## src/rtl/reset_seq_pkg.sv

```systemverilog
// Shared types and constants for the board reset sequencer.
package reset_seq_pkg;

  typedef enum logic [2:0] {
    HOLD,
    WAIT_LOCK,
    REL_PERIPH,
    REL_CPU,
    RUN
  } seq_state_t;

  // Bit positions inside reset_cause.
  localparam int unsigned CAUSE_POR = 0;
  localparam int unsigned CAUSE_BTN = 1;
  localparam int unsigned CAUSE_SW  = 2;
  localparam int unsigned CAUSE_WDT = 3;

endpackage

```

## src/rtl/sync_debounce.sv

```systemverilog
// Two-flop synchronizer with an optional stable-count debouncer.
// DEBOUNCE <= 1 gives the bare synchronized level; press is then its rising edge.
module sync_debounce #(
  parameter int unsigned DEBOUNCE = 1
) (
  input  logic clock48,
  input  logic resetn,
  input  logic din,
  output logic level,
  output logic press
);

  logic s1, s2;

  always_ff @(posedge clock48 or negedge resetn) begin
    if (!resetn) begin
      s1 <= 1'b0;
      s2 <= 1'b0;
    end else begin
      s1 <= din;
      s2 <= s1;
    end
  end

  if (DEBOUNCE <= 1) begin : g_sync_only
    logic prev;

    always_ff @(posedge clock48 or negedge resetn) begin
      if (!resetn) prev <= 1'b0;
      else         prev <= s2;
    end

    assign level = s2;
    assign press = s2 & ~prev;
  end else begin : g_debounce
    localparam int unsigned W = $clog2(DEBOUNCE);
    logic [W-1:0] cnt;
    logic         lvl;
    logic         press_q;

    // Count consecutive samples that disagree with the accepted level;
    // any agreeing sample restarts the count, so the counter tops out at DEBOUNCE-1.
    always_ff @(posedge clock48 or negedge resetn) begin
      if (!resetn) begin
        cnt     <= '0;
        lvl     <= 1'b0;
        press_q <= 1'b0;
      end else begin
        press_q <= 1'b0;
        if (s2 == lvl) begin
          cnt <= '0;
        end else if (cnt == W'(DEBOUNCE - 1)) begin
          cnt     <= '0;
          lvl     <= s2;
          press_q <= s2;
        end else begin
          cnt <= cnt + 1'b1;
        end
      end
    end

    assign level = lvl;
    assign press = press_q;
  end

endmodule

```

## src/rtl/reset_sequencer.sv

```systemverilog
// Board reset controller: merges reset sources and releases flash, peripherals, then CPU
// in order, keeping a sticky cause word for firmware.
module reset_sequencer
  import reset_seq_pkg::*;
#(
  parameter int unsigned ASSERT_CLOCKS   = 64,
  parameter int unsigned STAGE_CLOCKS    = 800,
  parameter int unsigned DEBOUNCE_CLOCKS = 4800,
  parameter int unsigned CNT_W           = 16
) (
  input  logic       clock48,
  input  logic       resetn,
  input  logic       pll_locked,
  input  logic       button_n,
  input  logic       wdt_bite,
  input  logic       sw_reset_req,
  input  logic       cause_clr,
  output logic       flash_resetn,
  output logic       periph_resetn,
  output logic       cpu_resetn,
  output logic       seq_ready,
  output logic [3:0] reset_cause
);

  seq_state_t       state, state_nxt;
  logic [CNT_W-1:0] cnt, cnt_nxt;
  logic             flash_nxt, periph_nxt, cpu_nxt, ready_nxt;
  logic [3:0]       cause_nxt, src;
  logic             lock_s, press_evt, lock_lost, take;
  logic             btn_held_unused, lock_press_unused;

  sync_debounce #(.DEBOUNCE(DEBOUNCE_CLOCKS)) u_button (
    .clock48 (clock48),
    .resetn  (resetn),
    .din     (~button_n),
    .level   (btn_held_unused),
    .press   (press_evt)
  );

  sync_debounce #(.DEBOUNCE(1)) u_pll (
    .clock48 (clock48),
    .resetn  (resetn),
    .din     (pll_locked),
    .level   (lock_s),
    .press   (lock_press_unused)
  );

  always_ff @(posedge clock48 or negedge resetn) begin
    if (!resetn) begin
      state         <= HOLD;
      cnt           <= '0;
      flash_resetn  <= 1'b0;
      periph_resetn <= 1'b0;
      cpu_resetn    <= 1'b0;
      seq_ready     <= 1'b0;
      reset_cause   <= 4'b0001;
    end else begin
      state         <= state_nxt;
      cnt           <= cnt_nxt;
      flash_resetn  <= flash_nxt;
      periph_resetn <= periph_nxt;
      cpu_resetn    <= cpu_nxt;
      seq_ready     <= ready_nxt;
      reset_cause   <= cause_nxt;
    end
  end

  always_comb begin
    state_nxt  = state;
    cnt_nxt    = (cnt == '1) ? cnt : cnt + 1'b1;
    flash_nxt  = flash_resetn;
    periph_nxt = periph_resetn;
    cpu_nxt    = cpu_resetn;
    ready_nxt  = seq_ready;

    lock_lost = ~lock_s & (state inside {REL_PERIPH, REL_CPU, RUN});
    src = '0;
    src[CAUSE_WDT] = wdt_bite;
    src[CAUSE_SW]  = sw_reset_req;
    src[CAUSE_BTN] = press_evt;
    src[CAUSE_POR] = lock_lost;
    // Everything is already held in WAIT_LOCK, so sources are not acted on there.
    take = (state != WAIT_LOCK) && (src != '0);

    if (take) begin
      state_nxt  = HOLD;
      cnt_nxt    = '0;
      flash_nxt  = 1'b0;
      periph_nxt = 1'b0;
      cpu_nxt    = 1'b0;
      ready_nxt  = 1'b0;
    end else begin
      case (state)
        HOLD: if (cnt == CNT_W'(ASSERT_CLOCKS - 1)) begin
          state_nxt = WAIT_LOCK;
          cnt_nxt   = '0;
        end
        WAIT_LOCK: if (lock_s) begin
          state_nxt = REL_PERIPH;
          cnt_nxt   = '0;
          flash_nxt = 1'b1;
        end
        REL_PERIPH: if (cnt == CNT_W'(STAGE_CLOCKS - 1)) begin
          state_nxt  = REL_CPU;
          cnt_nxt    = '0;
          periph_nxt = 1'b1;
        end
        REL_CPU: if (cnt == CNT_W'(STAGE_CLOCKS - 1)) begin
          state_nxt = RUN;
          cnt_nxt   = '0;
          cpu_nxt   = 1'b1;
          ready_nxt = 1'b1;
        end
        RUN: ;
        default: begin
          state_nxt = HOLD;
          cnt_nxt   = '0;
        end
      endcase
    end

    cause_nxt = cause_clr ? '0 : reset_cause;
    if (take) cause_nxt = cause_nxt | src;
  end

endmodule

```

## config.mk

```make
export PLATFORM = sky130hd
export DESIGN_NAME = reset_sequencer
export DESIGN_NICKNAME = d
export VERILOG_FILES = /design/src/rtl/reset_seq_pkg.sv /design/src/rtl/sync_debounce.sv /design/src/rtl/reset_sequencer.sv
export SDC_FILE = /design/constraint.sdc
export NUM_CORES = 1
export LEC_CHECK = 0
export ABC_AREA = 0
export ABC_CLOCK_PERIOD_IN_PS = 2500
export BUFFER_PORTS_ARGS = -buffer_cell sky130_fd_sc_hd__buf_4
export CAP_MARGIN = 20
export CORE_ASPECT_RATIO = 0.6
export CORE_MARGIN = 2
export CORE_UTILIZATION = 32
export CTS_BUF_LIST = sky130_fd_sc_hd__clkbuf_8
export DETAILED_ROUTE_END_ITERATION = 6
export GPL_TIMING_DRIVEN = 0
export MAX_ROUTING_LAYER = met4
export PLACE_DENSITY_LB_ADDON = 0.1
export SYNTH_ARGS = -nofsm -noshare
export SYNTH_HDL_FRONTEND = slang
export SYNTH_HIERARCHICAL = 1
export SYNTH_SLANG_ARGS = --single-unit
```

## constraint.sdc

```tcl
create_clock -name clock48 -period 2.5 [get_ports clock48]
set_clock_uncertainty 0.15 [all_clocks]
set_input_delay 0.5 -clock clock48 [delete_from_list [all_inputs] [get_ports clock48]]
set_output_delay 0.5 -clock clock48 [all_outputs]
set_load 0.05 [all_outputs]
```

After elaboration in Yosys (flattened, before gate mapping)
Index checks and enable logic that the tools add are counted.
Widths: inputs -> output; s select.
{"block": "classes", "addsub": 2, "n_eq_ne": 15, "mux": 26, "n_bitwise": 5, "reduce_logical": 15}
{"operator": "$mux 16", "n": 5}
{"operator": "$pmux 16 s4", "n": 1}
{"operator": "$mux 13", "n": 2}
{"operator": "$add 16x1->16 const B", "n": 1}
{"operator": "$eq 16x10->1 const B", "n": 1}
{"operator": "$eq 16x16->1 const B", "n": 1}
{"operator": "$eq 16x6->1 const B", "n": 1}
{"operator": "$mux 3", "n": 5}
{"operator": "$pmux 3 s5", "n": 1}
{"operator": "$add 13x1->13 const B", "n": 1}
{"operator": "$eq 13x13->1 const B", "n": 1}
{"operator": "$mux 1", "n": 10}
{"operator": "$reduce_bool 2->1", "n": 5}
{"operator": "$ne 3x2->1 const B", "n": 3}
{"operator": "$mux 4", "n": 2}
{"operator": "$reduce_and 2->1", "n": 4}
{"operator": "$eq 3x2->1 const B", "n": 2}
{"operator": "$reduce_and 5->1", "n": 1}
{"operator": "$or 4x4->4", "n": 1}
{"operator": "$reduce_bool 4->1", "n": 1}
{"operator": "$eq 3x1->1 const B", "n": 1}
{"operator": "$eq 3x3->1 const B", "n": 1}
{"operator": "$logic_not 3->1", "n": 1}
{"operator": "$ne 3x1->1 const B", "n": 1}
{"operator": "8 further kinds", "n": 10}
{"block": "word_totals", "register_bits": 45, "output_inout_bits": 8}

Depth between registers and ports, before layout
{"block": "depth", "word_depth": 7, "mapped_depth": 6}

Cells and area by module
The synthesis kept the hierarchy.
{"module": "reset_sequencer", "instances": 1, "cells_each": 171, "area_each_um2": 1665.3, "seq_area_each_um2": 651.9}
{"module": "sync_debounce at u_button", "instances": 1, "cells_each": 74, "area_each_um2": 823.3, "seq_area_each_um2": 425.4}
{"module": "sync_debounce at u_pll", "instances": 1, "cells_each": 4, "area_each_um2": 88.8, "seq_area_each_um2": 75.1}

Least setup slack after synthesis
Ideal clock, no wire load.
{"block": "synth_timing", "path_type": "register -> register", "start": "reg cnt[0]", "end": "reg cnt[9]", "setup_ns": 0.135, "arrival_time_ns": 1.649, "required_ns": 2.215, "slack_ns": 0.566, "path_stages_with_launch": 7, "n_path_buf": 1, "synth_period_minus_slack_ns": 1.934, "cell_sequence": "dfrtp_1 -> ha_1 -> and3_1 -> nand4_2 -> a211oi_4 -> buf_8 -> a211oi_2"}
{"block": "synth_between", "elab_chain_len": 5, "elab_cells_between_ends": 10, "classes_between": "1 x add/sub; 3 x eq/ne; 6 x mux"}
{"item": "start: declaration", "line": "reset_sequencer.sv:26", "text": "logic [CNT_W-1:0] cnt, cnt_nxt;"}
{"item": "start signal: assignment", "line": "reset_sequencer.sv:59", "text": "cnt <= cnt_nxt;"}
{"item": "$add 16x1->16 or $eq 16x16->1 (tied branches)", "line": "reset_sequencer.sv:70", "text": "cnt_nxt = (cnt == '1) ? cnt : cnt + 1'b1;"}
{"item": "$mux 16", "line": "reset_sequencer.sv:70"}
{"item": "$mux 16, on equally long branches"}
{"item": "$pmux 16 s4 *", "line": "reset_sequencer.sv:93", "text": "case (state)"}
{"item": "$mux 16 *", "line": "reset_sequencer.sv:85", "text": "if (take) begin"}
{"item": "via cnt_nxt[9]", "line": "reset_sequencer.sv:26"}
Mark *: on every way through the listed nets, which the timed path passes. The rest lies on a longest branch.
A chain may end at the register's enable or synchronous reset.

Final worst setup path
Ends and elaborated chain as after synthesis.

==> results.toml <==
[worst_setup_path]
crit_path_start_kind = "flip-flop"
endpoint_kind = "flip-flop"
setup.worst_path.class = "flip-flop to flip-flop"
r2r_setup_slack_ps = 190
critPathMaxFanout = 10
crit_path_top_delay_cell = "a211oi_4"
worstReg2RegEnd = "cnt[9]$_DFF_PN0_"
r2r_start = "cnt[0]$_DFF_PN0_"
cp.arrival_ps = 2340
startpoint = "cnt[0]$_DFF_PN0_"
critical_path.cell_chain = "ha_1 > and3_1 > nand4_2 > a211oi_4 > buf_8 > a211oi_2"
setup.worst_path.end = "cnt[9]$_DFF_PN0_"
worstPathRequired_ps = 2530
worstRegToRegCells = 6
critPathMaxStageDelay_ps = 530

[clocking]
htreeDepth = 2
insertion_delay_ps = 300
cts_setup_buffers = 0
clock_path_buffers = 2
clk_pin_slew_worst_paths_ps = 90
cts.sinks = 45
numCtsBuffers = 5
cts_resized = 0
root_buffer = "clkbuf_8"
postCtsHoldBufs = 0
cts_tree = "yes"

[route]
ant_nets = 0
viasPerCell = 5.313
firstDrtPassIters = 4
drt_wl_total_um = 5733
wl_met1_um = 3357
wl_per_cell_um = 15.21
wl_met3_um = 265
wl_met2_um = 2055
top_layer = "met4"
drtIter0Drc = 150
vias = 2003
drcViolationCount = 0

[sta]
hold_viol_final = 0
rsz0062_at_grt = "no"
tns_ps = 0
setup_viol = 0
slew_headroom = 0.5994
worst_slack_ps = 187.4
fmax_mhz = 432.4
fin_crit_sh = 0.9250
slew_viol_final = 0
min_period_ps = 2313
worst_pin_slew_ps = 600.9
fin_worst_hold_slack_ps = 34.41

[placed_design]
port_buffers = 14
post-place-ws_ps = 153.3
gp_congestion = 0.7726
dpl.hpwl_um = 4134

[global_route]
overflow = 0
grt_pass1_wl_um = 10220
grt_pass1_vias = 1956
grt_start_max_net_pins = 46
grt_use_total = 0.1548
antenna_found_initial = 0

[yosys]
avgSynthCellArea_um2 = 10.28
synthesis.nets = 256
postSynthCellCount = 247
syn_area_um2 = 2539
yosys_warnings = 6

[flow_run]
maxCapViolCount = 0

[pwr]
ir_worst_vdd_mv = 0.1908
power_density_nw_per_um2 = 459.6
p_leak_uw = 0.001109

[final_layout]
diodes = 0
fin_nets = 277
drive_gt1_frac = 0.2119
syn2layout_area_growth_pct = 13.45

[floorplanning]
die_y_um = 73.00
core_um2 = 7789
die_w_um = 119.0
die_area_um2 = 8686
initial_utilization = 0.3259
rows = 25
io_pins = 15

[run_status]
status = "complete, no violations"

[min_path]
hp-class = "input port to asynchronous set/reset pin"
==> layer usage <==
layer | GRT usage | up-vias
met2 | 0.1948 | 38
li1 | - | 987
met3 | 0.04453 | 8
met5 | - | -
met1 | 0.2362 | 970
met4 | 0.03836 | 0
==> registers in the layout, summed over array words and instances, names as in the netlist, 3 cells and up <==
signal	count
cnt	16
u_button/g_debounce.cnt	13
reset_cause	4
state	3
==> through the flow <==
stage / cells / power, µW / utilization / area (µm²)
6_report: 377 / 1324 / 0.3698 / 2880
5_1_grt: 377 / 1398 / 0.3698 / 2880
4_1_cts: 377 / 1354 / 0.3698 / 2880
3_5_place_dp: 369 / 834.1 / 0.3568 / 2779
3_3_place_gp: 369 / 834.6 / 0.3568 / 2779
2_1_floorplan: 247 / 796.0 / - / 2539
==> critical path: cells and delay by family (launching register included) <==
family	cells	cell delay, ps
compound gates	2	590
simple gates	2	520
flops	1	430
fa+ha+maj	1	260
buf+inv	1	230
==> where the power goes <==
part | switching, µW | internal, µW | total (µW)
sequential | 10.0 | 738 | 748
clock | 257 | 250 | 507
combinational | 47.2 | 21.7 | 68.8
total | 314 | 1010 | 1320
==> cells in the final DEF (no fill, tap or decap), types with 3 or more instances in the layout <==
cell type and instances:
o31ai_1 6, clkbuf_8 7, dfrtp_1 44, a21oi_1 4, nor4_4 3, inv_1 12
clkbuf_1 4, xnor2_1 3, nor4_1 9, nor3_2 4, o21ai_0 14, a211oi_2 6
nand2_1 14, or3_1 9, a211oi_1 8, nor3b_1 3, or4_1 4, xor2_1 4
mux2i_1 3, buf_2 3, nand3_1 10, nor3_1 8, nor2_1 14, buf_4 18
nand4_1 11
==> cell type report <==
class,instances,area (µm²)
buffer,12,75.07
clock buffer,7,96.34
clock inverter,1,5.005
fill,769,4908
inverter,12,45.04
multi-input combinational,178,1291
sequential,45,1127
tap,108,135.1
timing repair buffer,14,105.1
==> worst min path at each step <==
stage	slack (ps)	endpoint	cells past startpoint	start
floorplan	50	cnt[0]$_DFF_PN0_	0	resetn
global placement	180	u_pll/level$_DFF_PN0_	0	u_pll/s1$_DFF_PN0_
detailed placement	180	u_pll/level$_DFF_PN0_	0	u_pll/s1$_DFF_PN0_
CTS	70	u_button/g_debounce.cnt[1]$_DFF_PN0_	1	resetn
global route	80	u_button/g_debounce.cnt[4]$_DFF_PN0_	1	resetn
finish	30	u_button/g_debounce.cnt[2]$_DFF_PN0_	1	resetn
No activity file was read; power rests on OpenSTA's default activity.
